==> src/rtl/vga_disp_ctrl.sv <==
// vga_disp_ctrl: VGA timing generator, VRAM address issue, sync/RGB output stage
//   clk, rst           system clock, synchronous active-high reset
//   vram_addr[14:0]    row-major VRAM read address of the next active position
//   vram_rdata[11:0]   {R,G,B} from a 1-clk-latency synchronous RAM
//   hsync, vsync       sync pins, active level SYNC_POL
//   rdata/gdata/bdata  4-bit colour, forced to 0 in blanking
//   frame_start        1-clk pulse when the counters wrap to (0,0)
module vga_disp_ctrl #(
  parameter int   CLK_DIV  = 5,
  parameter int   H_ACT    = 640,
  parameter int   H_FP     = 16,
  parameter int   H_SYNC   = 96,
  parameter int   H_BP     = 48,
  parameter int   V_ACT    = 480,
  parameter int   V_FP     = 10,
  parameter int   V_SYNC   = 2,
  parameter int   V_BP     = 33,
  parameter int   SCALE_SH = 2,
  parameter logic SYNC_POL = 1'b0
) (
  input  logic        clk,
  input  logic        rst,
  output logic [14:0] vram_addr,
  input  logic [11:0] vram_rdata,
  output logic        hsync,
  output logic        vsync,
  output logic [3:0]  rdata,
  output logic [3:0]  gdata,
  output logic [3:0]  bdata,
  output logic        frame_start
);
  localparam logic [3:0]  DIV_MAX = 4'(CLK_DIV - 1);
  localparam logic [9:0]  HA      = 10'(H_ACT);
  localparam logic [9:0]  VA      = 10'(V_ACT);
  localparam logic [9:0]  H_MAX   = 10'(H_ACT + H_FP + H_SYNC + H_BP - 1);
  localparam logic [9:0]  V_MAX   = 10'(V_ACT + V_FP + V_SYNC + V_BP - 1);
  localparam logic [9:0]  HS0     = 10'(H_ACT + H_FP);
  localparam logic [9:0]  HS1     = 10'(H_ACT + H_FP + H_SYNC);
  localparam logic [9:0]  VS0     = 10'(V_ACT + V_FP);
  localparam logic [9:0]  VS1     = 10'(V_ACT + V_FP + V_SYNC);
  localparam logic [14:0] ROW_W   = 15'(H_ACT >> SCALE_SH);

  logic [3:0]  r_div;
  logic [9:0]  r_h, r_v;
  logic [14:0] r_addr;
  logic [11:0] r_rgb;
  logic        r_hs, r_vs, r_fs;
  logic        w_tick, w_h_wrap, w_v_wrap, w_act, w_act_nxt;
  logic [9:0]  w_h_nxt, w_v_nxt;
  logic [14:0] w_addr;

  always_comb begin
    w_tick    = r_div == DIV_MAX;
    w_h_wrap  = r_h == H_MAX;
    w_v_wrap  = r_v == V_MAX;
    w_h_nxt   = w_h_wrap ? '0 : r_h + 10'd1;
    w_v_nxt   = !w_h_wrap ? r_v : w_v_wrap ? '0 : r_v + 10'd1;
    w_act     = r_h < HA && r_v < VA;
    w_act_nxt = w_h_nxt < HA && w_v_nxt < VA;
    w_addr    = 15'(w_v_nxt >> SCALE_SH) * ROW_W + 15'(w_h_nxt >> SCALE_SH);
  end

  // The address is issued one tick ahead, so the RAM word present at the
  // following tick belongs to the position the output stage is emitting.
  always_ff @(posedge clk) begin
    if (rst) begin
      r_div  <= '0;
      r_h    <= '0;
      r_v    <= '0;
      r_addr <= '0;
      r_rgb  <= '0;
      r_hs   <= ~SYNC_POL;
      r_vs   <= ~SYNC_POL;
      r_fs   <= 1'b0;
    end else begin
      r_div <= w_tick ? '0 : r_div + 4'd1;
      r_fs  <= w_tick && w_h_wrap && w_v_wrap;
      if (w_tick) begin
        r_h   <= w_h_nxt;
        r_v   <= w_v_nxt;
        r_rgb <= w_act ? vram_rdata : '0;
        r_hs  <= (r_h >= HS0 && r_h < HS1) ? SYNC_POL : ~SYNC_POL;
        r_vs  <= (r_v >= VS0 && r_v < VS1) ? SYNC_POL : ~SYNC_POL;
        if (w_act_nxt) r_addr <= w_addr;
      end
    end
  end

  assign vram_addr   = r_addr;
  assign hsync       = r_hs;
  assign vsync       = r_vs;
  assign rdata       = r_rgb[11:8];
  assign gdata       = r_rgb[7:4];
  assign bdata       = r_rgb[3:0];
  assign frame_start = r_fs;
endmodule

==> config.mk <==
export PLATFORM = sky130hd
export DESIGN_NAME = vga_disp_ctrl
export DESIGN_NICKNAME = d
export VERILOG_FILES = /design/src/rtl/vga_disp_ctrl.sv
export SDC_FILE = /design/constraint.sdc
export NUM_CORES = 1
export LEC_CHECK = 0
export ABC_AREA = 1
export CORE_MARGIN = 2
export CORE_UTILIZATION = 52
export DETAILED_ROUTE_END_ITERATION = 12
export GPL_ROUTABILITY_DRIVEN = 0
export PLACE_DENSITY = 0.78
export SLEW_MARGIN = 10
export SYNTH_ARGS = -nofsm -noshare
export SYNTH_HDL_FRONTEND = slang
export SYNTH_SLANG_ARGS = --single-unit
==> constraint.sdc <==
create_clock -name clk -period 4.7 [get_ports clk]
set_input_delay 0.47 -clock clk [delete_from_list [all_inputs] [get_ports clk]]
set_output_delay 0.47 -clock clk [all_outputs]
set_load 0.02 [all_outputs]
# ---- Word-level counts from Yosys, hierarchy flattened
# Cells that the tools add are included.
dict set report totals {
  ff_bits 54
  out_inout_bits 30
  elab_cells 38
}
dict set report op_classes {
  n_eq_ne 3
  add_sub_neg 4
  magnitude_cmp 8
  n_mul 1
  reduce_logical 8
  muxes 6
}
# op n
set op_table {}
lappend op_table {{$lt A10 B10 Y1 const B} 3}
lappend op_table {{$lt A10 B9 Y1 const B} 3}
lappend op_table {{$mux W10} 3}
lappend op_table {{$add A10 B1 Y10 const B} 2}
lappend op_table {{$eq A10 B10 Y1 const B} 2}
lappend op_table {{$add A15 B8 Y15} 1}
lappend op_table {{$mux W12} 1}
lappend op_table {{$ge A10 B10 Y1 const B} 1}
lappend op_table {{$ge A10 B9 Y1 const B} 1}
lappend op_table {{$mul A8 B3 Y10 const B} 1}
lappend op_table {{$logic_and A1 B1 Y1} 6}
lappend op_table {{$add A4 B1 Y4 const B} 1}
lappend op_table {{$eq A4 B3 Y1 const B} 1}
lappend op_table {{$mux W1} 2}
lappend op_table {{$reduce_and A2 Y1} 1}
lappend op_table {{$reduce_or A2 Y1} 1}

# ---- Depth between registers and ports, before layout
# Gate-level depths: netlist (run 1).
dict set report logic_depth {
  depth_word 6
  depth_mapped 23
  mapped_depth_nobuf 23
}

# ---- Worst setup path after synthesis (run 1)
# Ideal clock, no wire load.
dict set report synth_path {
  kind {reg2reg}
  from {register r_h[0]}
  to {register r_addr[14], in the netlist vram_addr[14]}
  synth_period_minus_slack_ns 3.281
  t_arrival_ns 3.170
  path_slack_ns 1.419
  path_stages_with_launch 19
  cell_sequence {dfxtp_1 > ha_1 > nand3_2 > clkinv_2 > nand3_4 > nor3_1 > o21ai_0 > a21oi_1 > ha_1 > ha_1 > fa_1 > xor2_1 > nand3_1 > nor2_1 > nand3_1 > nand3_1 > nand2_1 > nor2_1 > nor2_1}
}
dict set report synth_via {
  elab_chain_len 5
  word_cells_on_any_way 10
}
# item line
set synth_lines {}
lappend synth_lines {{from (decl)} 44} ;# logic [9:0] r_h, r_v;
lappend synth_lines {{from (signal assigned)} 79} ;# r_h <= w_h_nxt;
lappend synth_lines {{$eq A10 B10 Y1 *} 54} ;# w_h_wrap = r_h == H_MAX;
lappend synth_lines {{$mux W10 *} 57} ;# w_v_nxt = !w_h_wrap ? r_v : w_v_wrap ? '0 : r_v + 10'd1;
lappend synth_lines {{net w_v_nxt[3]} 49} ;# logic [9:0] w_h_nxt, w_v_nxt;
lappend synth_lines {{parallel branches: the longest is 3 deep, another holds $add A15 B8 Y15} -}
lappend synth_lines {{to (signal assigned)} 84} ;# if (w_act_nxt) r_addr <= w_addr;
lappend synth_lines {{to (decl)} 45} ;# logic [14:0] r_addr;
# Mark *: on every way through the listed nets, which the timed path passes.
# A chain may end at the register's enable or synchronous reset.

# ---- Worst setup path in the final report (run 1)
# Ends and elaborated chain as after synthesis.

==> results of run 1 <==
layout make-up:
cell class	count	area, um2	share of cell area [%]
Sequential cell	54	1080	27.8
Inverter	61	233	5.98
Clock buffer	6	72.6	1.87
Timing Repair Buffer	45	445	11.5
Multi-Input combinational cell	330	1950	50.2
Clock inverter	1	7.51	0.193
Tap cell	77	96.3	2.48
worst max-delay path by stage:
stage | from | end | slack [ns] | depth (start not counted)
final | r_h[0] | vram_addr[14] | 0.98 | 18
after global routing | r_h[0] | vram_addr[14] | 0.65 | 18
after CTS | r_h[1] | vram_addr[14] | 0.97 | 18
after detailed placement | r_h[1] | vram_addr[14] | 0.98 | 18
after global placement | r_h[0] | vram_addr[14] | 1.19 | 18
after floorplan | r_h[0] | vram_addr[14] | 1.42 | 18
critical path: stages, from the launching register on:
cell and delay (ns):
dfxtp_1 0.36, ha_1 0.21, nand3_2 0.15, clkinv_2 0.12, nand3_4 0.15, nor3_1 0.23, o21ai_0 0.11, a21oi_1 0.37
ha_1 0.32, ha_1 0.24, fa_1 0.44, xor2_1 0.24, nand3_1 0.14, nor2_1 0.15, nand3_1 0.11, nand3_1 0.08
nand2_1 0.05, nor2_1 0.08, nor2_1 0.04
sequential cells by signal, indices dropped and copies added, names as in the netlist:
name	count
vsync	1
r_v	10
hsync	1
r_h	10
r_rgb	12
vram_addr	15
r_div	4
frame_start	1
power breakdown:
group          internal [mW]  switching (mW)  total (mW)
sequential             0.471          0.0105       0.482
combinational         0.0487          0.0598       0.109
clock                  0.103           0.150       0.253
cells in the mapped netlist, types with 2 or more instances:
| cell type | count |
|---|---|
| nand2_1 | 104 |
| inv_1 | 58 |
| dfxtp_1 | 54 |
| nand3_1 | 38 |
| nor2_1 | 34 |
| o21ai_0 | 27 |
| ha_1 | 21 |
| nor2_4 | 14 |
| nor2_2 | 13 |
| o22ai_1 | 13 |
| nand4_1 | 11 |
| a21oi_1 | 10 |
| clkbuf_1 | 8 |
| nand2_2 | 6 |
| nand3b_1 | 6 |
| xor2_1 | 6 |
| nor3_1 | 4 |
| xnor2_1 | 4 |
| nand3_2 | 3 |
| o211ai_1 | 3 |
| buf_6 | 2 |
| fa_1 | 2 |
| nand2_4 | 2 |
| nand3_4 | 2 |
cells by family (layout without fill, tap and decap cells):
kind of cell | Yosys count | after routing | synth area share [%]
flip-flops | 54 | 54 | 32.4
XOR/XNOR | 10 | 10 | 2.62
buffers and inverters | 72 | 113 | 9.14
adder cells (fa/ha/maj) | 23 | 23 | 9.07
AO/OA/AOI/OAI | 57 | 57 | 9.59
AND/OR/NAND/NOR | 240 | 240 | 37.2
routing by layer:
metal	track usage, %	up-vias
li1	-	1563
met1	25.5	1364
met2	38.5	94
met3	4.72	11
met4	3.52	0
met5	0	-
==> metrics.md, run 1 <==
| Metric | Value |
|---|---|
| Status | finished, final reports clean |
| Fin crit share | a little under 80% |
| Synth Flop Type | dfxtp_1 |
| DR vias | between 3k and 4k |
| Die Width | between 80 and 90 um |
| Vias in the first global route | between 2k and 3k |
| Starting density of the core | a little over half |
| Reg2reg setup slack | a little under 1 ns |
| Gr ovfl total | 0 |
| Post-synth EDFFs | 0 |
| Final worst slack | ~0.98 ns |
| FF-to-FF End | vram_addr[14] |
| Max-slew violations | 0 |
| Mapped Area | between 3000 and 4000 um2 |
| Core Util, Final | between 60% and 70% |
| Hold Buf Count CTS | 0 |
| FP Rows | 29 |
| M1 WL | 3.11 mm |
| N_diodes | 0 |
| Sink Count | between 50 and 60 |
| Synth area leader | dfxtp_1 |
| Die span in y | between 80 and 90 um |
| # resized after CTS | 0 |
| Wire length on met3 | around 440 um |
| Postcts setup bufs | 0 |
| Synth area leaders | dfxtp_1 32%, nand2_1 12%, ha_1 7.9% |
| Number of port buffers | 43 |
| Reg2reg start | r_h[0] |
| Design area | 3890 um2 |
| Dpl cells | around 570 |
| Hold_sp | r_rgb[4] |
| Fin nets | around 530 |
| Final Hold Fails | 0 |
| Register area share after synthesis | between 30% and 40% |
| First-pass GRT wire length | around 13 mm |
| Pwr/cell area | between 200 and 250 nW/um2 |
| Met2 WL | between 3 and 4 mm |
| CTS Buf Count | 5 |
| Fmax | ~0.27 GHz |
| Max FO, Critical Path | 10 |
| Final hold slack | between 0.4 and 0.5 ns |
| Slew @ Worst Pin | 0.700 ns |
| H-tree depth | 2 |
| Worst Hold Endpoint | r_rgb[4] |
| Worst-path clk slew | 0.10 ns |
| Crit start category | flip-flop |
| Ys async rst share | 0% |
| Worst hold stages | 2 |
| Final clock skew | around 0.0088 ns |
| Pre-CTS WS | 0.981 ns |
| Detailed Place HPWL | approximately 5.7 mm |
| Tightest Hold Check Type | flip-flop to flip-flop |
| Via/cell ratio | 5.28 |
| Post-Syn Area per Cell | ~7.3 um2 |
| DIE AREA | slightly above 7000 um2 |
| Io pins | 44 |
| Synth warn | 0 |
| Critical Path RT | about 5 ns |
| Synth unique cells | 35 |
| Syn Nets | 493 |
| Layout cells sized above 1 | a little over a tenth |
| Min cycle time layout | 3.72 ns |
| Filler-free cell count of the finished design | about 570 |
| Synth Register Bits | 54 |
| Largest net degree at the start of global routing | 22 |
| P&R area growth vs syn | 16.4% |
| Area share of the largest cell type after synthesis | ~32% |
| Most common cell after layout, fill and taps aside | nand2_1 |
| Final ANT Viol Nets | 0 |
| Filler Cell Count | around 560 |
| Final setup TNS | 0 ns |
| First-pass detailed-route iteration total | 4 |
| Gr usage total | between 20% and 30% |
| DRT iter0 DRCs | 97 |
| TritonCTS clock tree | done |
| Drt total wl | approximately 7.2 mm |
| Insertion delay to the later sink of the worst-skew pair | 0.31 ns |
| Clock root cell | clkbuf_8 |
| Placed Area | around 3800 um2 |
| Setup crit end kind | flip-flop |
| DRC | 0 |
| VDD IR max | ~0.18 mV |
| Top sig layer | met4 |
| Crit Path Class | flip-flop to flip-flop |
| Max-Slew Margin vs Limit | approximately 53% |
| Leakage power total | 1.68 nW |
| Core box area | about 6300 um2 |
| Worst EP arrival | between 3 and 4 ns |
| Final setup fails | 0 |
| Reg2Reg Depth | 18 |
| Average routed wire per standard cell | 12.5 um |
| Synth Instances | 456 |
| Number of max-cap violations | 0 |
| Most frequent cells in the layout | 104 x nand2_1, 58 x inv_1, 54 x dfxtp_1, 43 x clkdlybuf4s50_1, 38 x nand3_1 |
| Initial antenna violation count | 0 |
| RSZ-0062 raised after global routing | no |
| Final total power | roughly 0.84 mW |
| Max Root-Sink Buffers | 2 |
(Power assumes the default switching activity.)
==> run 2, diff against run 1 <==
clock period = 3.6 ns   (was 4.7 ns; I/O delays follow)
==> run 2 against run 1 <==
Sequential cell count unchanged. Critical path depth down 1. Via count hardly changed. Fmax grew 9.5%. Die area is the same. Total power grew 32%. Worst setup slack got worse by 0.78 ns. First-iteration DRC count rose by 1.0%. Global-route usage is essentially flat. Non-clock buffer count up 2. Largest cell class unchanged. Highest routed layer unchanged.
==> metrics.md, run 2 (synthesis gave the netlist of run 1 again) <==
| Metric | Value |
|---|---|
| Status | finished, final reports clean |
| Reg2Reg Depth | 17 (-1) |
| Max-Slew Margin vs Limit | 54.7% (+1.5 points) |
| Drt total wl | 7.24 mm (+0.53%) |
| Io pins | 44 (unchanged) |
| Most common cell after layout, fill and taps aside | nand2_1 |
| CP delay by family, top | adder cells |
| Critical path buffers and inverters | 2 (+1) |
| TritonCTS clock tree | done |
| Clock Power Share | 30.7% (+0.7 points) |
| Final total power | 1.11 mW (+32%) |
| Tightest Hold Check Type | flip-flop to flip-flop |
| Die span in y | 84.1 um (unchanged) |
| First-pass GRT wire length | 12.5 mm (-1.1%) |
| Largest net degree at the start of global routing | 22 (unchanged) |
| Reg2reg setup slack | 0.21 ns (-0.78 ns) |
| Fin crit share | 94.3% (+15 points) |
| Top sig layer | met4 |
| Layout cells sized above 1 | 12.8% (+2.0 points) |
| Min cycle time layout | 3.39 ns (-0.323 ns) |
| Wire length on met3 | 431 um (-1.6%) |
| Max Root-Sink Buffers | 2 (unchanged) |
| NetSw | 0.299 mW (+35%) |
| Hold_sp | r_rgb[7] |
| H-tree depth | 2 (unchanged) |
| Crit start category | flip-flop |
| N_diodes | 0 (unchanged) |
| Max FO, Critical Path | 6 (-4) |
| Pwr/cell area | 282 nW/um2 (+30%) |
| Final clock skew | 0.0176 ns (+0.00884 ns) |
| Final ANT Viol Nets | 0 (unchanged) |
| Reg2reg start | r_h[0] |
| FP Rows | 29 (unchanged) |
| Final hold slack | 0.468 ns (+0.00217 ns) |
| Insertion delay to the later sink of the worst-skew pair | 0.31 ns (about the same) |
| Fmax | 0.295 GHz (+9.5%) |
| Met2 WL | 3.42 mm (-4.7%) |
| Worst EP arrival | 3.62 ns (-0.31 ns) |
| Combinational share of power | 12.7% (-0.2 points) |
| Worst Setup SP | r_h[0] |
| Final setup fails | 0 (unchanged) |
| FF-to-FF End | vram_addr[14] |
| Setup crit end kind | flip-flop |
| M1 WL | 3.33 mm (+7.1%) |
| Crit Path Class | flip-flop to flip-flop |
| DR vias | 3030 (-0.066%) |
| Starting density of the core | 53.2% (unchanged) |
| Switching share of power | 26.8% (+0.69 points) |
| Max-slew violations | 0 (unchanged) |
| Via/cell ratio | 5.26 (-0.41%) |
| Average routed wire per standard cell | 12.6 um (+0.18%) |
| Worst-path cell chain | ha_1 > nand3_4 > clkinv_2 > nand2_1 > nor2_4 > o21ai_0 > ha_1 > fa_2 > nand2_1 > inv_1 > nand3_1 > nor2_2 > nand3_1 > nand3_1 > nand2_1 > nor2_1 > nor2_1 |
| Worst hold stages | 2 (unchanged) |
| Slew @ Worst Pin | 0.678 ns (-0.0220 ns) |
| Max incr delay on CP | 0.61 ns (+0.17 ns) |
| DRT iter0 DRCs | 98 (+1.0%) |
| Number of port buffers | 43 (unchanged) |
| Detailed Place HPWL | 5.56 mm (-2.6%) |
| First-pass detailed-route iteration total | 4 (unchanged) |
| CTS Buf Count | 5 (unchanged) |
| Hold Buf Count CTS | 0 (unchanged) |
| Clock root cell | clkbuf_8 |
| DIE AREA | 7080 um2 (unchanged) |
| Leakage power total | 1.70 nW (+0.88%) |
| Most frequent cells in the layout | 104 x nand2_1, 58 x inv_1, 52 x dfxtp_1, 43 x clkdlybuf4s50_1, 38 x nand3_1 |
| Number of flip-flops in the largest register | 15 (unchanged) |
| Initial antenna violation count | 0 (unchanged) |
| Gr usage total | 21.0% (about the same) |
| Final Hold Fails | 0 (unchanged) |
| Core box area | 6280 um2 (unchanged) |
| Die Width | 84.1 um (unchanged) |
| Fin nets | 536 (+0.37%) |
| DRC | 0 (unchanged) |
| Postcts setup bufs | 0 (unchanged) |
| Vias in the first global route | 2878 (unchanged) |
| VDD IR max | 0.318 mV (+73%) |
| Number of max-cap violations | 0 (unchanged) |
| Worst-path clk slew | 0.11 ns (about the same) |
| Sink Count | 54 (unchanged) |
| Register share of total power | 56.6% (-0.5 points) |
| Critical Path RT | 3.82 ns (-1.09 ns) |
| WP depth | 17 (-1) |
| Slowest-stage cell, CP | fa_2 |
| Pint | 0.814 mW (+31%) |
| Worst Hold Endpoint | r_rgb[7] |
| Gr ovfl total | 0 (unchanged) |
| P&R area growth vs syn | 18.0% |
## run 2: cell count changes in the layout (fill, tap and decap cells not counted), moves of 2 or more
cell,delta
buf_4,+2
dfxtp_1,-2
dfxtp_2,+2
nor2_1,-2
## run 2: repair_timing
action,CTS,global route
resized for setup,0,9
hold endpoints to repair,0,0
setup endpoints to repair,0,4
## run 2: metrics by stage
stage	cell area, um2	utilization, %	setup TNS (ns)	setup WS [ns]	std cells
floorplan	3340	-	0	0.319	456
CTS	3910	62.2	0	0.234	576
detailed placement	3820	60.9	0	0.236	569
global route	3940	62.8	-0.0168	-0.0168	576
global placement	3820	60.9	0	0.373	569
finish	3940	62.8	0	0.206	576
## run 2: metal layers
| layer | GRT usage, % | vias up |
|---|---|---|
| met5 | 0 | - |
| met4 | 2.20 | 0 |
| met3 | 5.51 | 8 |
| met2 | 36.9 | 86 |
| met1 | 26.8 | 1377 |
| li1 | - | 1559 |
## run 2: final cells by class
type | count | area (um2)
Tap cell | 77 | 96.3
Sequential cell | 54 | 1080
Clock inverter | 2 | 13.8
Fill cell | 579 | 2340
Inverter | 61 | 233
Multi-Input combinational cell | 330 | 1990
Clock buffer | 5 | 68.8
Timing Repair Buffer | 47 | 460
## run 2: worst register-to-register path: cells and delay by family (launching register included)
family	cells	cell delay, ns
compound gates	1	0.47
simple gates	11	1.10
buf+inv	2	0.19
fa+ha+maj	3	1.24
flops	1	0.34
## run 2: power by group through the flow
| stage | clock network, mW | logic [mW] | registers, mW |
|---|---|---|---|
| floorplan | 0 | 0.0754 | 0.658 |
| global placement | 0 | 0.140 | 0.642 |
| detailed placement | 0 | 0.143 | 0.643 |
| CTS | 0.344 | 0.143 | 0.630 |
| global route | 0.369 | 0.157 | 0.632 |
| finish | 0.342 | 0.142 | 0.630 |
## run 2: how the worst max path moves through the flow
stage	slack [ns]	to
after floorplan	0.32	vram_addr[14]
after global placement	0.37	vram_addr[14]
after detailed placement	0.24	vram_addr[14]
after CTS	0.23	vram_addr[14]
after global routing	-0.02	vram_addr[14]
final	0.21	vram_addr[14]
==> run 3, diff against run 2 <==
ABC_CLOCK_PERIOD_IN_PS = 3600   (was unset)
CORE_ASPECT_RATIO = 1.2   (was unset)
==> run 3 against run 2 <==
Count of clock-buffer cells in the layout rose by 2. Clock skew fell by 0.014 ns. Utilization rose by 0.50 points. Design area is 1.6% higher. Sequential cell count stayed put. Largest power group unchanged. Hold slack lost 0.0025 ns. Sequential power hardly changed. Non-clock buffer count rose by 1. Die area hardly changed. Register-to-register slack improved by 0.03 ns. Worst setup slack improved by 0.030 ns.
==> metrics.md, run 3 (synthesis gave the netlist of run 1 again) <==
| Metric | Value |
|---|---|
| Reg2reg start | r_v[9] |
| Critical Path RT | 3.82 ns (about the same) |
| Vias in the first global route | 2993 (+4.0%) |
| Core Util, Final | 63.3% (+0.50 points) |
| Tightest Hold Check Type | flip-flop to flip-flop |
| CTS Buf Count | 5 (unchanged) |
| Detailed Place HPWL | 5.78 mm (+3.9%) |
| Gr ovfl total | 0 (unchanged) |
| Gr usage total | 22.0% (+1.0 points) |
| Final ANT Viol Nets | 0 (unchanged) |
| Max-Slew Margin vs Limit | 56.3% (+1.5 points) |
| Most frequent cells in the layout | 104 x nand2_1, 58 x inv_1, 50 x dfxtp_1, 43 x clkdlybuf4s50_1, 38 x nand3_1 |
| P&R area growth vs syn | 19.9% |
| Number of flip-flops in the largest register | 15 (unchanged) |
| Largest net degree at the start of global routing | 22 (unchanged) |
| Slew @ Worst Pin | 0.655 ns (-0.0228 ns) |
| Io pins | 44 (unchanged) |
| DIE AREA | 7080 um2 (about the same) |
| Max Root-Sink Buffers | 2 (unchanged) |
| First-pass detailed-route iteration total | 4 (unchanged) |
| Core box area | 6330 um2 (+0.78%) |
| Final Hold Fails | 0 (unchanged) |
| Dpl cells | 577 (+1.4%) |
| Number of port buffers | 43 (unchanged) |
| Layout cells sized above 1 | 14.0% (+1.1 points) |
| Max-slew violations | 0 (unchanged) |
| Initial antenna violation count | 0 (unchanged) |
| Reg2Reg Depth | 21 (+4) |
| Clock root cell | clkbuf_8 |
| Fin crit share | 93.5% (-0.83 points) |
| Drt total wl | 7.60 mm (+4.9%) |
| FP Rows | 32 (+10%) |
| DR vias | 3065 (+1.2%) |
| Number of max-cap violations | 0 (unchanged) |
| Status | finished, final reports clean |
| Crit Path Class | flip-flop to flip-flop |
| Min cycle time layout | 3.36 ns (-0.0298 ns) |
| Reg2reg setup slack | 0.24 ns (+0.03 ns) |
| N_diodes | 0 (unchanged) |
| Starting density of the core | 52.8% (-0.41 points) |
| Worst-path clk slew | 0.10 ns (about the same) |
| Hold_sp | r_rgb[5] |
| FF-to-FF End | vram_addr[14] |
| Filler Cell Count | 606 (+4.7%) |
| Via/cell ratio | 5.23 (-0.57%) |
| Worst EP arrival | 3.58 ns (-0.04 ns) |
| Filler-free cell count of the finished design | 586 (+1.7%) |
| Die Width | 77.2 um (-8.3%) |
| H-tree depth | 2 (unchanged) |
| Fin nets | 537 (+0.19%) |
| Insertion delay to the later sink of the worst-skew pair | 0.31 ns (about the same) |
| Fmax | 0.297 GHz (+0.88%) |
| First-pass GRT wire length | 12.8 mm (+2.4%) |
| Pwr/cell area | 288 nW/um2 (+2.0%) |
| Setup crit end kind | flip-flop |
| Die span in y | 91.8 um (+9.1%) |
| Worst hold stages | 2 (unchanged) |
| Final total power | 1.15 mW (+3.6%) |
| Max FO, Critical Path | 4 (-2) |
| Leakage power total | 1.71 nW (+1.0%) |
| Final setup TNS | 0 ns (unchanged) |
| Worst Hold Endpoint | r_rgb[5] |
| Average routed wire per standard cell | 13.0 um (+3.1%) |
| DRT iter0 DRCs | 87 (-11%) |
| VDD IR max | 0.226 mV (-29%) |
| Crit start category | flip-flop |
| Final setup fails | 0 (unchanged) |
| DRC | 0 (unchanged) |
| Most common cell after layout, fill and taps aside | nand2_1 |
| Final clock skew | 0.00378 ns (-0.0138 ns) |
| Sink Count | 54 (unchanged) |
| Hold Buf Count CTS | 0 (unchanged) |
| TritonCTS clock tree | done |
[run 3: changes by cell type in the layout (fill, tap and decap cells not counted), sizes merged]
cell	delta
buf	+1
clkbuf	+2
inv	-1
[run 3: stage by stage]
| step | cell area, um2 | hold slack, ns | setup WS, ns |
|---|---|---|---|
| floorplan | 3340 | 0.429 | 0.319 |
| global placement | 3830 | 0.436 | 0.375 |
| detailed placement | 3830 | 0.446 | 0.229 |
| CTS | 3940 | 0.471 | 0.169 |
| global route | 4000 | 0.500 | -0.0313 |
| finish | 4000 | 0.465 | 0.235 |
[run 3: how the worst max path moves through the flow]
stage / startpoint / end / slack (ns) / depth (start not counted)
final: r_v[9] / vram_addr[14] / 0.24 / 21
after CTS: r_h[0] / vram_addr[14] / 0.17 / 19
after detailed placement: r_h[0] / vram_addr[14] / 0.23 / 19
after global routing: r_v[3] / vram_addr[14] / -0.03 / 21
after global placement: r_h[0] / vram_addr[14] / 0.37 / 19
after floorplan: r_h[0] / vram_addr[14] / 0.32 / 18
[run 3: what timing repair did]
item                       4_1_cts  5_1_grt
gates resized for setup          0       16
buffers inserted                 0        1
setup endpoints to repair        0        4
[run 3: routing by layer]
layer  up-vias  wire length, um  track usage, %
met1      1410             3070            23.5
met3        18              338            4.33
met4         0              184            8.93
met5         -                0               0
li1       1560                -               -
met2        77             4000            41.8
[run 3: final cells by class]
type | count | area, um2 | area share (%)
clock buffers | 7 | 96.3 | 2.41
multi-input cells | 330 | 2000 | 50.0
flip-flops and latches | 54 | 1090 | 27.1
repair buffers | 48 | 472 | 11.8
well taps | 85 | 106 | 2.66
inverters | 61 | 233 | 5.81
clock inverters | 1 | 8.76 | 0.219
[run 3: power breakdown]
part	leakage, nW	switching (mW)	internal (mW)
clock network	0.0544	0.205	0.177
registers	0.438	0.0150	0.615
logic	1.22	0.0774	0.0636
total	1.71	0.297	0.856
[run 3: worst max-delay path, stage by stage, from the launching register on]
cell and delay [ns]:
dfxtp_1 0.42, inv_1 0.11, nor2_1 0.10, nand3_1 0.07
nor2_1 0.17, inv_1 0.13, nor2_1 0.11, inv_1 0.08
o21ai_0 0.07, a21oi_1 0.08, ha_1 0.29, ha_1 0.25
fa_2 0.57, nand2_1 0.06, inv_1 0.09, nand3_1 0.15
nor2_2 0.16, nand3_1 0.11, nand3_1 0.08, nand2_1 0.06
nor2_1 0.08, nor2_1 0.04
